==> src/rtl/sync_fifo_pkg.sv <==
// Shared widths, read-mode constants and parameter legality check for sync_fifo_flex.
package sync_fifo_pkg;

    localparam int unsigned MODE_REG  = 0;
    localparam int unsigned MODE_FWFT = 1;

    function automatic int unsigned ptr_w(input int unsigned depth);
        return $clog2(depth);
    endfunction

    // Occupancy needs one extra bit to represent a completely full FIFO.
    function automatic int unsigned cnt_w(input int unsigned depth);
        return $clog2(depth) + 1;
    endfunction

    function automatic bit fifo_params_ok(input int unsigned depth,
                                          input int unsigned af_thresh,
                                          input int unsigned ae_thresh,
                                          input int unsigned fwft);
        return (depth >= 2) && ((depth & (depth - 1)) == 0) &&
               (af_thresh >= 1) && (af_thresh <= depth) &&
               (ae_thresh <= depth - 1) && (fwft <= MODE_FWFT);
    endfunction

endpackage

==> src/rtl/sync_fifo_ram.sv <==
// FIFO storage: one synchronous write port, one asynchronous read port, contents never reset.
module sync_fifo_ram #(
    parameter  int unsigned DEPTH      = 16,
    parameter  int unsigned DATA_WIDTH = 8,
    localparam int unsigned AW         = $clog2(DEPTH)
) (
    input  logic                  clk,
    input  logic                  we_i,
    input  logic [AW-1:0]         waddr_i,
    input  logic [DATA_WIDTH-1:0] wdata_i,
    input  logic [AW-1:0]         raddr_i,
    output logic [DATA_WIDTH-1:0] rdata_o
);

    logic [DATA_WIDTH-1:0] mem_q [DEPTH];

    always_ff @(posedge clk) begin
        if (we_i) begin
            mem_q[waddr_i] <= wdata_i;
        end
    end

    assign rdata_o = mem_q[raddr_i];

endmodule

==> src/rtl/sync_fifo_flex.sv <==
// Single-clock FIFO with occupancy count, almost flags and registered/FWFT read modes.
// Optional sticky overflow/underflow flags are built when FIFO_ERR_FLAGS_EN is defined.
module sync_fifo_flex
    import sync_fifo_pkg::*;
#(
    parameter int unsigned DEPTH      = 16,
    parameter int unsigned DATA_WIDTH = 8,
    parameter int unsigned AF_THRESH  = DEPTH - 2,
    parameter int unsigned AE_THRESH  = 1,
    parameter int unsigned FWFT       = MODE_REG
) (
    input  logic                        clk,
    input  logic                        rst_n,
`ifdef FIFO_ERR_FLAGS_EN
    input  logic                        err_clr,
    output logic                        overflow,
    output logic                        underflow,
`endif
    input  logic                        w_en,
    input  logic [DATA_WIDTH-1:0]       data_in,
    input  logic                        r_en,
    output logic [DATA_WIDTH-1:0]       data_out,
    output logic                        full,
    output logic                        empty,
    output logic                        almost_full,
    output logic                        almost_empty,
    output logic [cnt_w(DEPTH)-1:0]     count
);

    localparam int unsigned AW = ptr_w(DEPTH);
    localparam int unsigned CW = cnt_w(DEPTH);

    if (!fifo_params_ok(DEPTH, AF_THRESH, AE_THRESH, FWFT)) begin : g_bad_params
        $error("sync_fifo_flex: illegal parameter combination");
    end

    logic [AW-1:0]         wptr_q, wptr_d, rptr_q, rptr_d;
    logic [CW-1:0]         count_q, count_d;
    logic                  full_q, full_d, empty_q, empty_d;
    logic                  af_q, af_d, ae_q, ae_d;
    logic [DATA_WIDTH-1:0] dout_q, dout_d;
    logic [DATA_WIDTH-1:0] rdata;
    logic                  wr_acc, rd_acc;

    // Acceptance is judged only on the registered flags from the start of the cycle.
    assign wr_acc = w_en && !full_q;
    assign rd_acc = r_en && !empty_q;

    sync_fifo_ram #(
        .DEPTH      (DEPTH),
        .DATA_WIDTH (DATA_WIDTH)
    ) u_ram (
        .clk     (clk),
        .we_i    (wr_acc && rst_n),
        .waddr_i (wptr_q),
        .wdata_i (data_in),
        .raddr_i (rptr_q),
        .rdata_o (rdata)
    );

    always_comb begin
        wptr_d  = wptr_q;
        rptr_d  = rptr_q;
        count_d = count_q;
        dout_d  = dout_q;
        if (wr_acc) begin
            wptr_d = wptr_q + AW'(1);
        end
        if (rd_acc) begin
            rptr_d = rptr_q + AW'(1);
            dout_d = rdata;
        end
        case ({wr_acc, rd_acc})
            2'b10:   count_d = count_q + CW'(1);
            2'b01:   count_d = count_q - CW'(1);
            default: count_d = count_q;
        endcase
        full_d  = (count_d == CW'(DEPTH));
        empty_d = (count_d == CW'(0));
        af_d    = (count_d >= CW'(AF_THRESH));
        ae_d    = (count_d <= CW'(AE_THRESH));
    end

    always_ff @(posedge clk) begin
        if (!rst_n) begin
            wptr_q  <= '0;
            rptr_q  <= '0;
            count_q <= '0;
            full_q  <= 1'b0;
            empty_q <= 1'b1;
            af_q    <= 1'b0;
            ae_q    <= 1'b1;
            dout_q  <= '0;
        end else begin
            wptr_q  <= wptr_d;
            rptr_q  <= rptr_d;
            count_q <= count_d;
            full_q  <= full_d;
            empty_q <= empty_d;
            af_q    <= af_d;
            ae_q    <= ae_d;
            dout_q  <= dout_d;
        end
    end

    assign full         = full_q;
    assign empty        = empty_q;
    assign almost_full  = af_q;
    assign almost_empty = ae_q;
    assign count        = count_q;

    // FWFT shows the head entry directly; it reads as zero while nothing is stored.
    if (FWFT == MODE_FWFT) begin : g_fwft
        assign data_out = empty_q ? '0 : rdata;
    end else begin : g_reg
        assign data_out = dout_q;
    end

`ifdef FIFO_ERR_FLAGS_EN
    logic ovf_q, ovf_d, unf_q, unf_d;

    // A new error in the same cycle as err_clr keeps the flag set.
    always_comb begin
        ovf_d = (w_en && full_q)  || (ovf_q && !err_clr);
        unf_d = (r_en && empty_q) || (unf_q && !err_clr);
    end

    always_ff @(posedge clk) begin
        if (!rst_n) begin
            ovf_q <= 1'b0;
            unf_q <= 1'b0;
        end else begin
            ovf_q <= ovf_d;
            unf_q <= unf_d;
        end
    end

    assign overflow  = ovf_q;
    assign underflow = unf_q;
`endif

endmodule

==> config.mk <==
export PLATFORM = sky130hd
export DESIGN_NAME = sync_fifo_flex
export DESIGN_NICKNAME = d
export VERILOG_FILES = /design/src/rtl/sync_fifo_pkg.sv /design/src/rtl/sync_fifo_ram.sv /design/src/rtl/sync_fifo_flex.sv
export SDC_FILE = /design/constraint.sdc
export NUM_CORES = 1
export LEC_CHECK = 0
export CAP_MARGIN = 25
export CORE_ASPECT_RATIO = 1.5
export CORE_MARGIN = 1
export CORE_UTILIZATION = 58
export CTS_CLUSTER_DIAMETER = 40
export DETAILED_ROUTE_END_ITERATION = 12
export PLACE_DENSITY_LB_ADDON = 0.08
export SLEW_MARGIN = 20
export SYNTH_ARGS = -nofsm -noshare
export SYNTH_HDL_FRONTEND = slang
export SYNTH_SLANG_ARGS = --single-unit
==> constraint.sdc <==
create_clock -name clk -period 2.44 [get_ports clk]
set_input_delay 0.244 -clock clk [delete_from_list [all_inputs] [get_ports clk]]
set_output_delay 0.244 -clock clk [all_outputs]
set_load 0.01 [all_outputs]
# After elaboration in Yosys (flattened, before gate mapping)
# Memories as Yosys holds them, arrays and structs flattened. A register that Yosys moved wholly into a read port is not among the register bits.
# Index checks and enable logic that the tools add are counted.
# word_totals
register_bits	17
out_inout_bits	17
memories	1
inputBits	12
wordCells	27
ramBits	128
# mem_list
name	depth	width	read_ports	rd_clocked_by_memory_dff	wr	line	text
u_ram.mem_q	16	8	1	1	1	sync_fifo_ram.sv:15	logic [DATA_WIDTH-1:0] mem_q [DEPTH];
# op_classes
n_addsub	4
n_mux	3
n_eq_ne	3
reduce_logical	7
n_lt_le_gt_ge	2
# op_table
cell	count
5-bit case mux with 2 select lines	1
4-bit by 1-bit adder with 4-bit output (second input constant)	2
5-bit by 1-bit adder with 5-bit output (second input constant)	1
5-bit == test (second input constant)	1
5-bit by 4-bit >= comparator with 1-bit output (second input constant)	1
5-bit by 1-bit <= comparator with 1-bit output (second input constant)	1
5-bit zero test	1
5-bit by 1-bit subtractor with 5-bit output (second input constant)	1
1-bit logical AND	3
1-bit zero test	3
2-bit by 1-bit == test with 1-bit output (second input constant)	1
2-bit == test (second input constant)	1
1-bit 2-to-1 mux	2

# Depth between registers and ports, before layout
# Gate-level depths: netlist of the first run.
# logic_depth
depth_word	5
depth_mapped	12
ltp_nobuf	11

# By module
# A second synthesis of the first run with hierarchy kept.
# unflattened
cells_unflattened	350
hier_area_um2	6163.4
# by_module_without_submodules
module	area_each_um2	seq_area_each_um2	n_inst	cells_each
sync_fifo_ram	4987.3	3843.7	1	221
sync_fifo_flex	1176.1	500.5	1	129

# Least setup slack after synthesis of the first run
# Ideal clock, no wire load.
# synth_timing
path_kind	register -> register
from	register full_q, in the netlist full
to	register full_q, in the netlist full
setup_slack_ps	156
t_required_ps	2325
setup_ps	115
synth_period_minus_slack_ps	2284
path_buffers	1
path_stages_with_launch	13
arrival_ps	2169
cell_sequence	dfxtp_1 -> nor2b_1 -> buf_2 -> inv_1 -> nand2_1 -> xnor2_1 -> ha_1 -> or3b_2 -> nand4_1 -> a21oi_1 -> xnor2_1 -> nor2_1 -> and3_1
# synth_via
elab_chain_len	5
elab_cells_between_ends	6
cone_classes	eq/ne (3); mux (1); reduce/logical (2)
# synth_lines
element	line	text
start, declared	sync_fifo_flex.sv:39	logic full_q, full_d, empty_q, empty_d;
start signal, assigned	sync_fifo_flex.sv:98	full_q <= full_d;
1-bit zero test (*)	sync_fifo_flex.sv:46	assign wr_acc = w_en && !full_q;
1-bit logical AND (*)	sync_fifo_flex.sv:46	
2-bit by 1-bit == test with 1-bit output / 2-bit == test (equally long branches)	sync_fifo_flex.sv:73	case ({wr_acc, rd_acc})
5-bit case mux with 2 select lines (*)	sync_fifo_flex.sv:73	
5-bit == test (*)	sync_fifo_flex.sv:78	full_d = (count_d == CW'(DEPTH));
# Mark *: on every way between the ends. The rest lies on a longest branch, timed or not.
# A chain may end at the register's enable or synchronous reset.

# Final worst setup path of the first run
# layout_timing
from	register empty_q, in the netlist empty
to	register full_q, in the netlist full
# layout_via
elab_chain_len	5
elab_cells_between_ends	6
cone_classes	eq/ne (3); mux (1); reduce/logical (2)
# layout_lines
element	line	text
start, declared	sync_fifo_flex.sv:39	
start signal, assigned	sync_fifo_flex.sv:99	empty_q <= empty_d;
1-bit zero test (*)	sync_fifo_flex.sv:47	assign rd_acc = r_en && !empty_q;
1-bit logical AND (*)	sync_fifo_flex.sv:47	
2-bit by 1-bit == test with 1-bit output / 2-bit == test (equally long branches)	sync_fifo_flex.sv:73	
5-bit case mux with 2 select lines (*)	sync_fifo_flex.sv:73	
5-bit == test (*)	sync_fifo_flex.sv:78	
# Marks and branches as above.

==> metrics.md, run 1 <==
| Metric | Value |
|---|---|
| PortBufs | `28` |
| DP Cell Count | `slightly above 500` |
| Slew Limit Fails | `0` |
| CP endpoint | `full` |
| Pwr Total | `6105 uW` |
| Outcome | `complete, no violations` |
| Number of global-route vias before repair | `3203` |
| Worst Max-Slew Pin Slew | `632.6 ps` |
| Initial DRC Count | `204` |
| CTS tree | `done` |
| DR WL/cell | `21.13 um` |
| Min cycle time layout | `2172 ps` |
| DRC Markers | `0` |
| Fin cells | `545` |
| Die footprint | `around 0.011 mm^2` |
| Critical path origin | `empty` |
| Ports | `29` |
| Most common cell in the netlist | `edfxtp_1` |
| VDD IR-drop max | `between 0.9 and 1 mV` |
| Vias | `3116` |
| Largest net degree at the start of global routing | `36` |
| Yosys top cell area share | `62.30%` |
| Critical Path RT | `2750 ps` |
| Unique masters post-synth | `36` |
| P&R area growth vs syn | `18.25%` |
| HP Class | `flip-flop to flip-flop` |
| Synthesized instance count | `335` |
| Overall Global Routing Usage | `23.51%` |
| RSZ-0062 raised after global routing | `no` |
| Fin util | `71.20%` |
| Post-synthesis average cell area | `18.42 um^2` |
| Mapped Area | `0.006170 mm^2` |
| Share of layout cells above drive strength 1 | `20.79%` |
| Std-Cell Rows | `45` |
| FF+latch count, synth | `about 150` |
| Worst R2R Start | `empty` |
| Max cap viols | `0` |
| Ys Warns | `0` |
| Die Wd | `around 86 um` |
| Endpoint class of the critical path | `flip-flop` |
| Top_reg_cell synth | `edfxtp_1` |
| Final instance area | `0.007296 mm^2` |
| PwrDens | `836.8 mW/mm^2` |
| Leading area contributor after synthesis | `edfxtp_1` |
| Max Root-Sink Buffers | `2` |
| R2r setup slk | `about 270 ps` |
| Max-slew headroom | `57.77%` |
| Layout Nets | `411` |
| Final hold violations | `0` |
| H-tree depth | `4` |
| Initial antenna violation count | `0` |
| Final period util | `89.03%` |
| R2r endpoint | `full` |
| Crit path kind | `flip-flop to flip-flop` |
| First-pass GRT wire length | `18.05 mm` |
| Clk sinks | `153` |
| WP data arrival | `2480 ps` |
| Dpl hpwl | `7.602 mm` |
| # diodes | `0` |
| Crit path max fanout | `4` |
| Routed Antenna Nets | `0` |
| Seq/Total Area, Yosys | `a little over two thirds` |
| Gpl congestion | `0.7994` |
| Post-CTS Hold Fix Bufs | `0` |
| Worst Setup Start Kind | `flip-flop` |
| Initial DRT Pass Iterations | `4` |
| Max Freq | `460.3 MHz` |
| Die Height | `roughly 130 um` |
| Syn_nets | `354` |
| Core Area | `0.01025 mm^2` |
| Clock skew | `12.92 ps` |
| Later-pin clock latency in the skew report | `420 ps` |
| Reg2Reg Depth | `11` |
| Largest cells by area after synthesis | `edfxtp_1 (62%), mux4_1 (8.5%), dfxtp_1 (8.1%)` |
| Clock Pin Slew Worst Setup and Hold Paths | `approximately 60 ps` |
| Leak | `0.002437 uW` |
| Placed Area | `0.006715 mm^2` |
| DR vias/cell | `5.717` |
| Post-synth EDFFs | `between 100 and 150` |
| Total gr overflow | `0` |
| Clk root buf | `clkbuf_16` |
| Post-synth ARST share | `0%` |
| CTS Buf Count | `17` |
| Routed WL | `11.52 mm` |
| Setup violators final | `0` |
| Initial core utilization | `60.21%` |
| Synth top cells by count | `edfxtp_1 (128), nand2_1 (29), nor2_1 (29), dfxtp_1 (25)` |
==> sequential cells by signal, indices dropped and copies added (netlist names) <==
signal and cells:
almost_empty 1, almost_full 1, count 5, data_out 8
empty 1, full 1, rptr_q 4, u_ram.mem_q 128
wptr_q 4
==> worst min-delay path by stage <==
stage / slack, ps / to / startpoint / depth (start not counted)
global placement: 450 / data_out[6] / data_out[6] / 2
global route: 470 / data_out[7] / data_out[7] / 2
floorplan: 340 / u_ram.mem_q[0][0] / data_in[0] / 0
finish: 460 / data_out[7] / data_out[7] / 2
CTS: 460 / data_out[3] / data_out[3] / 2
detailed placement: 450 / data_out[3] / data_out[3] / 2
==> layout by cell type, fill, tap and decap left out, drive strengths merged, types with 3 or more instances in the layout <==
cell type / instances
nor2: 29
clkdlybuf4s50: 28
nand2: 29
inv: 10
clkinv: 4
mux4: 40
xnor2: 8
ha: 7
clkinvlp: 4
clkbuf: 17
nand2b: 3
xor2: 4
nand4: 5
a21oi: 13
buf: 27
edfxtp: 128
dfxtp: 25
==> power by group <==
group | internal (uW) | switching [uW]
registers | 2890 | 58.8
clock network | 1500 | 1010
logic | 339 | 306
total | 4730 | 1370
==> logic make-up after synthesis <==
group	synth area share (%)
simple gates	5.415
buf+inv	2.636
compound gates	2.413
mux	16.00
flops	70.41
fa+ha+maj	1.420
xor+xnor	1.703
==> routing by layer <==
layer	GRT usage, %	up-vias	wire (um)
met2	41.64	70	6446
met4	9.020	0	136
met3	5.280	10	405
li1	-	1442	-
met5	0	-	0
met1	27.91	1594	4527
==> final cells by class <==
class,instances,area [um^2]
Clock inverter,14,147.6
Sequential cell,153,4345
Inverter,6,22.52
Clock buffer,17,425.4
Multi-Input combinational cell,159,1670
Tap cell,141,176.4
Timing Repair Buffer,55,508.0
Fill cell,671,2952
==> through the flow <==
stage	setup slack, ps	TNS [ps]	hold slack, ps
2_1_floorplan	155.5	0	342.9
3_3_place_gp	-135.0	-329.2	445.8
3_5_place_dp	-208.0	-645.2	446.9
4_1_cts	184.8	0	456.0
5_1_grt	33.02	0	474.9
6_report	267.7	0	455.4
==> timing repair <==
action / 4_1_cts / 5_1_grt
setup endpoints to repair: 0 / 1
gates resized for setup: 0 / 1
hold endpoints to repair: 0 / 0
setup buffers: 0 / 0
==> critical path, cell delays in order (launching register included) <==
cell	delay, ps
dfxtp_1	310
nand2b_1	160
inv_2	60
nand2_1	70
xnor2_1	150
ha_1	210
or3b_2	460
nand4_1	100
a21oi_1	110
xnor2_2	220
nor2_1	80
and3_1	150
Note: power is estimated with default switching activity, not from simulation.
==> inputs of run 2 (changes only) <==
CORE_UTILIZATION = 54   (was 58)
clock period = 1.8 ns   (was 2.44 ns; I/O delays follow)
==> run 2 against run 1 <==
  * Fmax is 7.2% higher
  * Via count increased by 1.4%
  * The flow now finishes with violations (setup timing)
  * First-iteration DRC count down 6.4%
  * Hold slack about the same
  * Register-to-register slack lost 490 ps
  * Non-clock buffer count grew 13
  * Cell count rose by 3.7%
  * Total power is 38% higher
  * Combinational power up 67%
==> metrics.md, run 2 (synthesis gave the netlist of run 1 again) <==
| Metric | Value |
|---|---|
| HP Class | `flip-flop to flip-flop` |
| Final instance area | `0.007483 mm^2 (+2.6%)` |
| Biggest register | `u_ram.mem_q` |
| Overall Global Routing Usage | `21.55% (-2.0 points)` |
| Clock Power Share | `39.8% (-1.3 points)` |
| WP data arrival | `2380 ps (-100 ps)` |
| Layout Nets | `424 (+3.2%)` |
| Worst Max-Slew Pin Slew | `583.7 ps (-48.86 ps)` |
| Clk sinks | `153 (unchanged)` |
| Commonest non-fill, non-tap cell in the layout | `edfxtp_1` |
| Routed Antenna Nets | `0 (unchanged)` |
| Clock skew | `11.42 ps (-1.498 ps)` |
| Largest net degree at the start of global routing | `36 (unchanged)` |
| Endpoint class of the critical path | `flip-flop` |
| Share of layout cells above drive strength 1 | `31.58% (+11 points)` |
| DRC Markers | `0 (unchanged)` |
| Number of global-route vias before repair | `3234 (+0.97%)` |
| Die Wd | `89.28 um (+3.6%)` |
| DR WL/cell | `20.01 um (-5.3%)` |
| Slew Limit Fails | `0 (unchanged)` |
| Max Freq | `493.4 MHz (+7.2%)` |
| Setup TNS | `-1687 ps (-1687 ps)` |
| Total gr overflow | `0 (unchanged)` |
| Max reg flops | `128 (unchanged)` |
| Placed Area | `0.006766 mm^2 (+0.76%)` |
| Internal power | `6457 uW (+36%)` |
| Worst Setup Start Kind | `flip-flop` |
| Sw frac | `23.41% (+0.94 points)` |
| Setup ws final | `-226.7 ps (-494.4 ps)` |
| PortBufs | `28 (unchanged)` |
| Ports | `29 (unchanged)` |
| CTS tree | `done` |
| Failing checks | `setup timing` |
| Most frequent cells in the layout | `edfxtp_1 (128), mux4_2 (37), buf_4 (33)` |
| Fill count | `799 (+19%)` |
| Max-slew headroom | `60.97% (+3.2 points)` |
| Clock Pin Slew Worst Setup and Hold Paths | `60 ps (about the same)` |
| Max cap viols | `0 (unchanged)` |
| Max Root-Sink Buffers | `2 (unchanged)` |
| Initial DRC Count | `191 (-6.4%)` |
| Die Height | `132.9 um (+3.6%)` |
| Multi-input logic area | `0.001693 mm^2 (+1.3%)` |
| Initial core utilization | `55.81% (-4.4 points)` |
| VDD IR-drop max | `0.7332 mV (-22%)` |
| # diodes | `0 (unchanged)` |
| PwrDens | `1127 mW/mm^2 (+35%)` |
| DP Cell Count | `527 (+2.5%)` |
| Final period util | `112.6% (+24 points)` |
| First-pass GRT wire length | `17.86 mm (-1.0%)` |
| Routed WL | `11.31 mm (-1.8%)` |
| H-tree depth | `4 (unchanged)` |
| Sequential Power Share | `47.3% (-1.0 points)` |
| DR vias/cell | `5.591 (-2.2%)` |
| Clk root buf | `clkbuf_16` |
| Crit path kind | `flip-flop to flip-flop` |
| Outcome | `finished with violations` |
| RSZ-0062 raised after global routing | `yes` |
| Critical Path RT | `2150 ps (-600 ps)` |
| Initial antenna violation count | `0 (unchanged)` |
| Switching power | `1974 uW (+44%)` |
| Gpl congestion | `0.8315 (+4.0%)` |
| Std-Cell Rows | `47 (+4.4%)` |
| Core Area | `0.01106 mm^2 (+7.9%)` |
| Later-pin clock latency in the skew report | `410 ps (about the same)` |
| Min cycle time layout | `2027 ps (-145.6 ps)` |
| P&R area growth vs syn | `21.29%` |
| Comb pwr share | `12.9% (+2.3 points)` |
| Die footprint | `0.01187 mm^2 (+7.3%)` |
| Worst hold slack | `455.3 ps (-0.1320 ps)` |
| Initial DRT Pass Iterations | `4 (unchanged)` |
| Leak | `0.002502 uW (+2.7%)` |
| Final hold violations | `0 (unchanged)` |
| Crit path max fanout | `3 (-1)` |
| Reg area | `0.004352 mm^2 (+0.14%)` |
| Vias | `3159 (+1.4%)` |
| CTS Buf Count | `17 (unchanged)` |
| Dpl hpwl | `7.647 mm (+0.60%)` |
| Setup violators final | `14 (+14)` |
| Pwr Total | `8431 uW (+38%)` |
| Fin cells | `565 (+3.7%)` |
run 2: changes by cell type in the layout (fill, tap and decap cells not counted), moves of 3 or more:
cell and delta:
xnor2_2 +3, xnor2_1 -3, dfxtp_1 -3, mux4_2 +17, mux4_1 -17, nand2_1 -3, buf_4 +8
run 2: worst max-delay path: stages, from the launching register on:
cell      delay (ps)
dfxtp_2          330
nand2b_4         150
inv_4             60
nand2_4           60
xnor2_2          120
ha_2             180
buf_4            140
a21oi_4          120
xnor2_2          100
and2_4           160
o41ai_4          340
a31o_2           200
run 2: final cells by class:
class                   instances  area share, %
clock inverters                14          1.873
well taps                     147          2.458
repair buffers                 68          8.795
inverters                       6         0.3678
flip-flops and latches        153          58.15
clock buffers                  18          5.735
multi-input cells             159          22.62
run 2: layer usage:
metal	wire length [um]	track usage, %	part of all wire (%)	up-vias
li1	-	-	-	1450
met1	4709	27.72	42	1624
met2	6150	35.79	54	76
met3	314	4.928	2.8	9
met4	134	7.496	1.2	0
met5	0	0	0	-
run 2: final timing paths:
check | cells after the start | from | to | slack, ps
worst min-delay path | 2 | data_out[0] | data_out[0] | 460
worst max-delay path | 11 | empty | empty | -230
worst min register to register | 2 | data_out[0] | data_out[0] | 460
worst max register to register | 11 | empty | empty | -230
run 2: timing repair:
action | CTS | global route
hold buffers | 0 | 0
gates resized for setup | 8 | 11
setup buffers | 3 | 2
cloned | 2 | 0
endpoints found under the setup margin | 15 | 16
pin swaps | 5 | 7
run 2: stage by stage:
stage / util, % / setup slack, ps
5_1_grt: 67.69 / -347.0
2_1_floorplan: - / -250.0
3_5_place_dp: 61.20 / -679.6
4_1_cts: 67.32 / -223.2
3_3_place_gp: 61.20 / -630.9
6_report: 67.69 / -226.7
run 2: power by group through the flow:
| stage | Clock (uW) | Sequential (uW) | Combinational, uW |
|---|---|---|---|
| 2_1_floorplan | 0 | 4060 | 623 |
| 3_3_place_gp | 0 | 4050 | 961 |
| 3_5_place_dp | 0 | 4050 | 971 |
| 4_1_cts | 3420 | 3990 | 1060 |
| 5_1_grt | 3560 | 4000 | 1170 |
| 6_report | 3360 | 3990 | 1080 |
==> inputs of run 3 (changes only) <==
SYNTH_HIERARCHICAL = 1   (was not set)
==> run 3 against run 2 <==
  * The run still ends with setup timing left
  * Final area rose by 4.2%
  * Via count rose by 7.1%
  * Clock-buffer cell count rose by 3
  * Sequential share of layout area fell by 2.3 points
  * Combinational power barely moved
  * Clock skew rose by 2.6 ps
  * Register-to-register slack got worse by 50 ps
  * Setup slack got worse by 52 ps
  * Largest power group unchanged
  * Highest routed layer unchanged
==> metrics.md, run 3 <==
| Metric | Value |
|---|---|
| Outcome | `finished with violations` |
| Failing checks | `setup timing` |
| H-tree depth | `4 (unchanged)` |
| Switching power | `1949 uW (-1.3%)` |
| Leading area contributor after synthesis | `edfxtp_1` |
| Max reg flops | `128 (unchanged)` |
| DRC Markers | `0 (unchanged)` |
| Syn_nets | `366 (+3.4%)` |
| Slew Limit Fails | `0 (unchanged)` |
| Yosys top cell area share | `62.36% (+0.063 points)` |
| Crit path kind | `flip-flop to flip-flop` |
| Seq/Total Area, Yosys | `70.48% (+0.071 points)` |
| Setup violators final | `39 (+25)` |
| Pwr Total | `8535 uW (+1.2%)` |
| DR WL/cell | `19.96 um (-0.29%)` |
| Worst R2R Start | `empty` |
| Routed WL | `11.75 mm (+3.9%)` |
| Commonest non-fill, non-tap cell in the layout | `edfxtp_1` |
| Dpl hpwl | `8.170 mm (+6.8%)` |
| RSZ-0062 raised after global routing | `yes` |
| Worst hold slack | `463.7 ps (+8.431 ps)` |
| Largest net degree at the start of global routing | `25 (-31%)` |
| Setup ws final | `-278.7 ps (-51.95 ps)` |
| Most frequent cells in the layout | `edfxtp_1 (128), buf_4 (35), nand2_1 (32)` |
| Most common cell in the netlist | `edfxtp_1` |
| Die footprint | `0.01185 mm^2 (about the same)` |
| Post-synth ARST share | `0% (unchanged)` |
| Share of layout cells above drive strength 1 | `32.13% (+0.55 points)` |
| VDD IR-drop max | `0.8419 mV (+15%)` |
| Critical path origin | `empty` |
| Final hold violations | `0 (unchanged)` |
| CP endpoint | `empty` |
| Routed Antenna Nets | `0 (unchanged)` |
| Final period util | `115.5% (+2.9 points)` |
| Die Height | `132.8 um (about the same)` |
| Placed Area | `0.006963 mm^2 (+2.9%)` |
| WP data arrival | `2380 ps (about the same)` |
| Max Root-Sink Buffers | `2 (unchanged)` |
| Top_reg_cell synth | `edfxtp_1` |
| Min cycle time layout | `2079 ps (+51.95 ps)` |
| Overall Global Routing Usage | `21.97% (+0.42 points)` |
| Final instance area | `0.007797 mm^2 (+4.2%)` |
| FF+latch count, synth | `153 (unchanged)` |
| Comb pwr share | `12.7% (-0.2 points)` |
| Initial DRC Count | `113 (-41%)` |
| P&R area growth vs syn | `26.51%` |
| Sw frac | `22.83% (-0.58 points)` |
| Clock skew | `14.00 ps (+2.584 ps)` |
| Clk root buf | `clkbuf_16` |
| Gpl congestion | `0.7721 (-7.1%)` |
| Dpl ws | `-600.1 ps (+79.44 ps)` |
| Initial DRT Pass Iterations | `4 (unchanged)` |
| Fin util | `70.53% (+2.8 points)` |
| Critical Path RT | `2100 ps (-50 ps)` |
| Largest cells by area after synthesis | `edfxtp_1 (62%), dfxtp_1 (8.1%), mux4_2 (6.6%)` |
| R2r setup slk | `-280 ps (-50 ps)` |
| Initial antenna violation count | `0 (unchanged)` |
| First-pass GRT wire length | `18.24 mm (+2.1%)` |
| Max Freq | `481.1 MHz (-2.5%)` |
| Vias | `3383 (+7.1%)` |
| Clock Power Share | `40.7% (+0.9 points)` |
| Reg2Reg Depth | `10 (-1)` |
| Biggest register | `u_ram/mem_q` |
| Std-Cell Rows | `47 (unchanged)` |
| Worst Max-Slew Pin Slew | `503.3 ps (-80.36 ps)` |
| Later-pin clock latency in the skew report | `420 ps (about the same)` |
| CTS Buf Count | `17 (unchanged)` |
| Sequential Power Share | `46.6% (-0.7 points)` |
| R2r endpoint | `empty` |
| Clock Pin Slew Worst Setup and Hold Paths | `60 ps (about the same)` |
| Synth top cells by count | `edfxtp_1 (128), nand2_1 (34), dfxtp_1 (25), mux4_2 (18), nor2_1 (17)` |
| Post-synthesis average cell area | `17.61 um^2 (-4.4%)` |
| Ports | `29 (unchanged)` |
| CTS tree | `done` |
| Worst Setup Start Kind | `flip-flop` |
| Total gr overflow | `0 (unchanged)` |
| DR vias/cell | `5.744 (+2.7%)` |
| Layout Nets | `445 (+5.0%)` |
| Mapped Area | `0.006163 mm^2 (-0.10%)` |
| Leak | `0.002657 uW (+6.2%)` |
| Post-CTS Hold Fix Bufs | `0 (unchanged)` |
| Internal power | `6587 uW (+2.0%)` |
| Max-slew headroom | `66.34% (+5.4 points)` |
| Number of global-route vias before repair | `3413 (+5.5%)` |
| Ys Warns | `6 (+6)` |
| Unique masters post-synth | `48 (+33%)` |
| Initial core utilization | `55.75% (-0.057 points)` |
| Core Area | `0.01106 mm^2 (unchanged)` |
| Die Wd | `89.23 um (about the same)` |
| Endpoint class of the critical path | `flip-flop` |
| Max cap viols | `0 (unchanged)` |
| # diodes | `0 (unchanged)` |
| HP Class | `flip-flop to flip-flop` |
| PortBufs | `28 (unchanged)` |
| Crit path max fanout | `3 (unchanged)` |
| Post-synth EDFFs | `128 (unchanged)` |
| Synthesized instance count | `350 (+4.5%)` |
| PwrDens | `1095 mW/mm^2 (-2.8%)` |
| Clk sinks | `153 (unchanged)` |
==> run 3: cell count changes after synthesis, sizes merged, moves of 8 or more <==
cell,change
a21oi,-10
nor2,-12
a21boi,+11
and2,+10
mux4,-8
a22oi,+16
==> run 3: power groups by stage <==
stage	Sequential, uW	Clock (uW)	Combinational [uW]
floorplan	4060	0	594
global route	3980	3680	1170
detailed placement	4050	0	957
CTS	3970	3530	1030
global placement	4040	0	936
finish	3980	3480	1080
==> run 3: per-stage QoR <==
step                setup TNS, ps  cells
finish                      -3210    589
global route                -5388    589
CTS                         -3368    585
detailed placement         -37000    547
global placement           -31110    547
floorplan                  -676.0    350
==> run 3: logic make-up (layout without fill, tap and decap cells) <==
family | after synthesis | count (layout) | share of synthesized area [%]
xor gates and xnor gates | 9 | 9 | 1.279
muxes | 34 | 34 | 12.89
AOI/OAI and AO/OA | 44 | 44 | 5.583
buffers and inverters | 21 | 113 | 2.253
adders and majority gates | 4 | 4 | 0.8121
DFF | 153 | 153 | 70.48
and+or+nand+nor | 85 | 85 | 6.699
==> run 3: worst max-delay path: stages, from the launching register on <==
cell and delay [ps]:
dfxtp_2 340, nand2b_4 150, inv_4 70, nand2_4 60, xnor2_2 120, ha_2 190, a221oi_2 290, a31oi_2 70
and3b_1 200, or2_4 280, o41ai_4 210
==> run 3: final cells by class <==
| cell class | instances | area [um^2] |
|---|---|---|
| Clock buffer | 21 | 483.0 |
| Clock inverter | 11 | 105.1 |
| Fill cell | 740 | 3258 |
| Inverter | 4 | 20.02 |
| Multi-Input combinational cell | 176 | 1881 |
| Sequential cell | 153 | 4354 |
| Tap cell | 147 | 183.9 |
| Timing Repair Buffer | 77 | 770.7 |
==> run 3: worst min path at each step <==
stage,slack (ps),depth (start not counted),end,start
6_report,460,2,data_out[3],data_out[3]
5_1_grt,480,2,data_out[3],data_out[3]
4_1_cts,470,2,data_out[3],data_out[3]
3_5_place_dp,460,2,data_out[3],data_out[3]
3_3_place_gp,460,2,data_out[4],data_out[4]
2_1_floorplan,280,0,u_ram/mem_q[0][0],data_in[0]
==> run 3: timing repair <==
item	in CTS	in global routing
setup endpoints to repair	40	127
pin swaps	8	9
resized for setup	22	15
setup buffers	6	5
==> run 3: metal layers <==
| layer | global-route usage (%) | routed length, um | vias up |
|---|---|---|---|
| met4 | 8.995 | 193 | 0 |
| met2 | 38.21 | 6678 | 73 |
| met1 | 26.20 | 4514 | 1738 |
| li1 | - | - | 1555 |
| met5 | 0 | 0 | - |
| met3 | 4.367 | 367 | 17 |
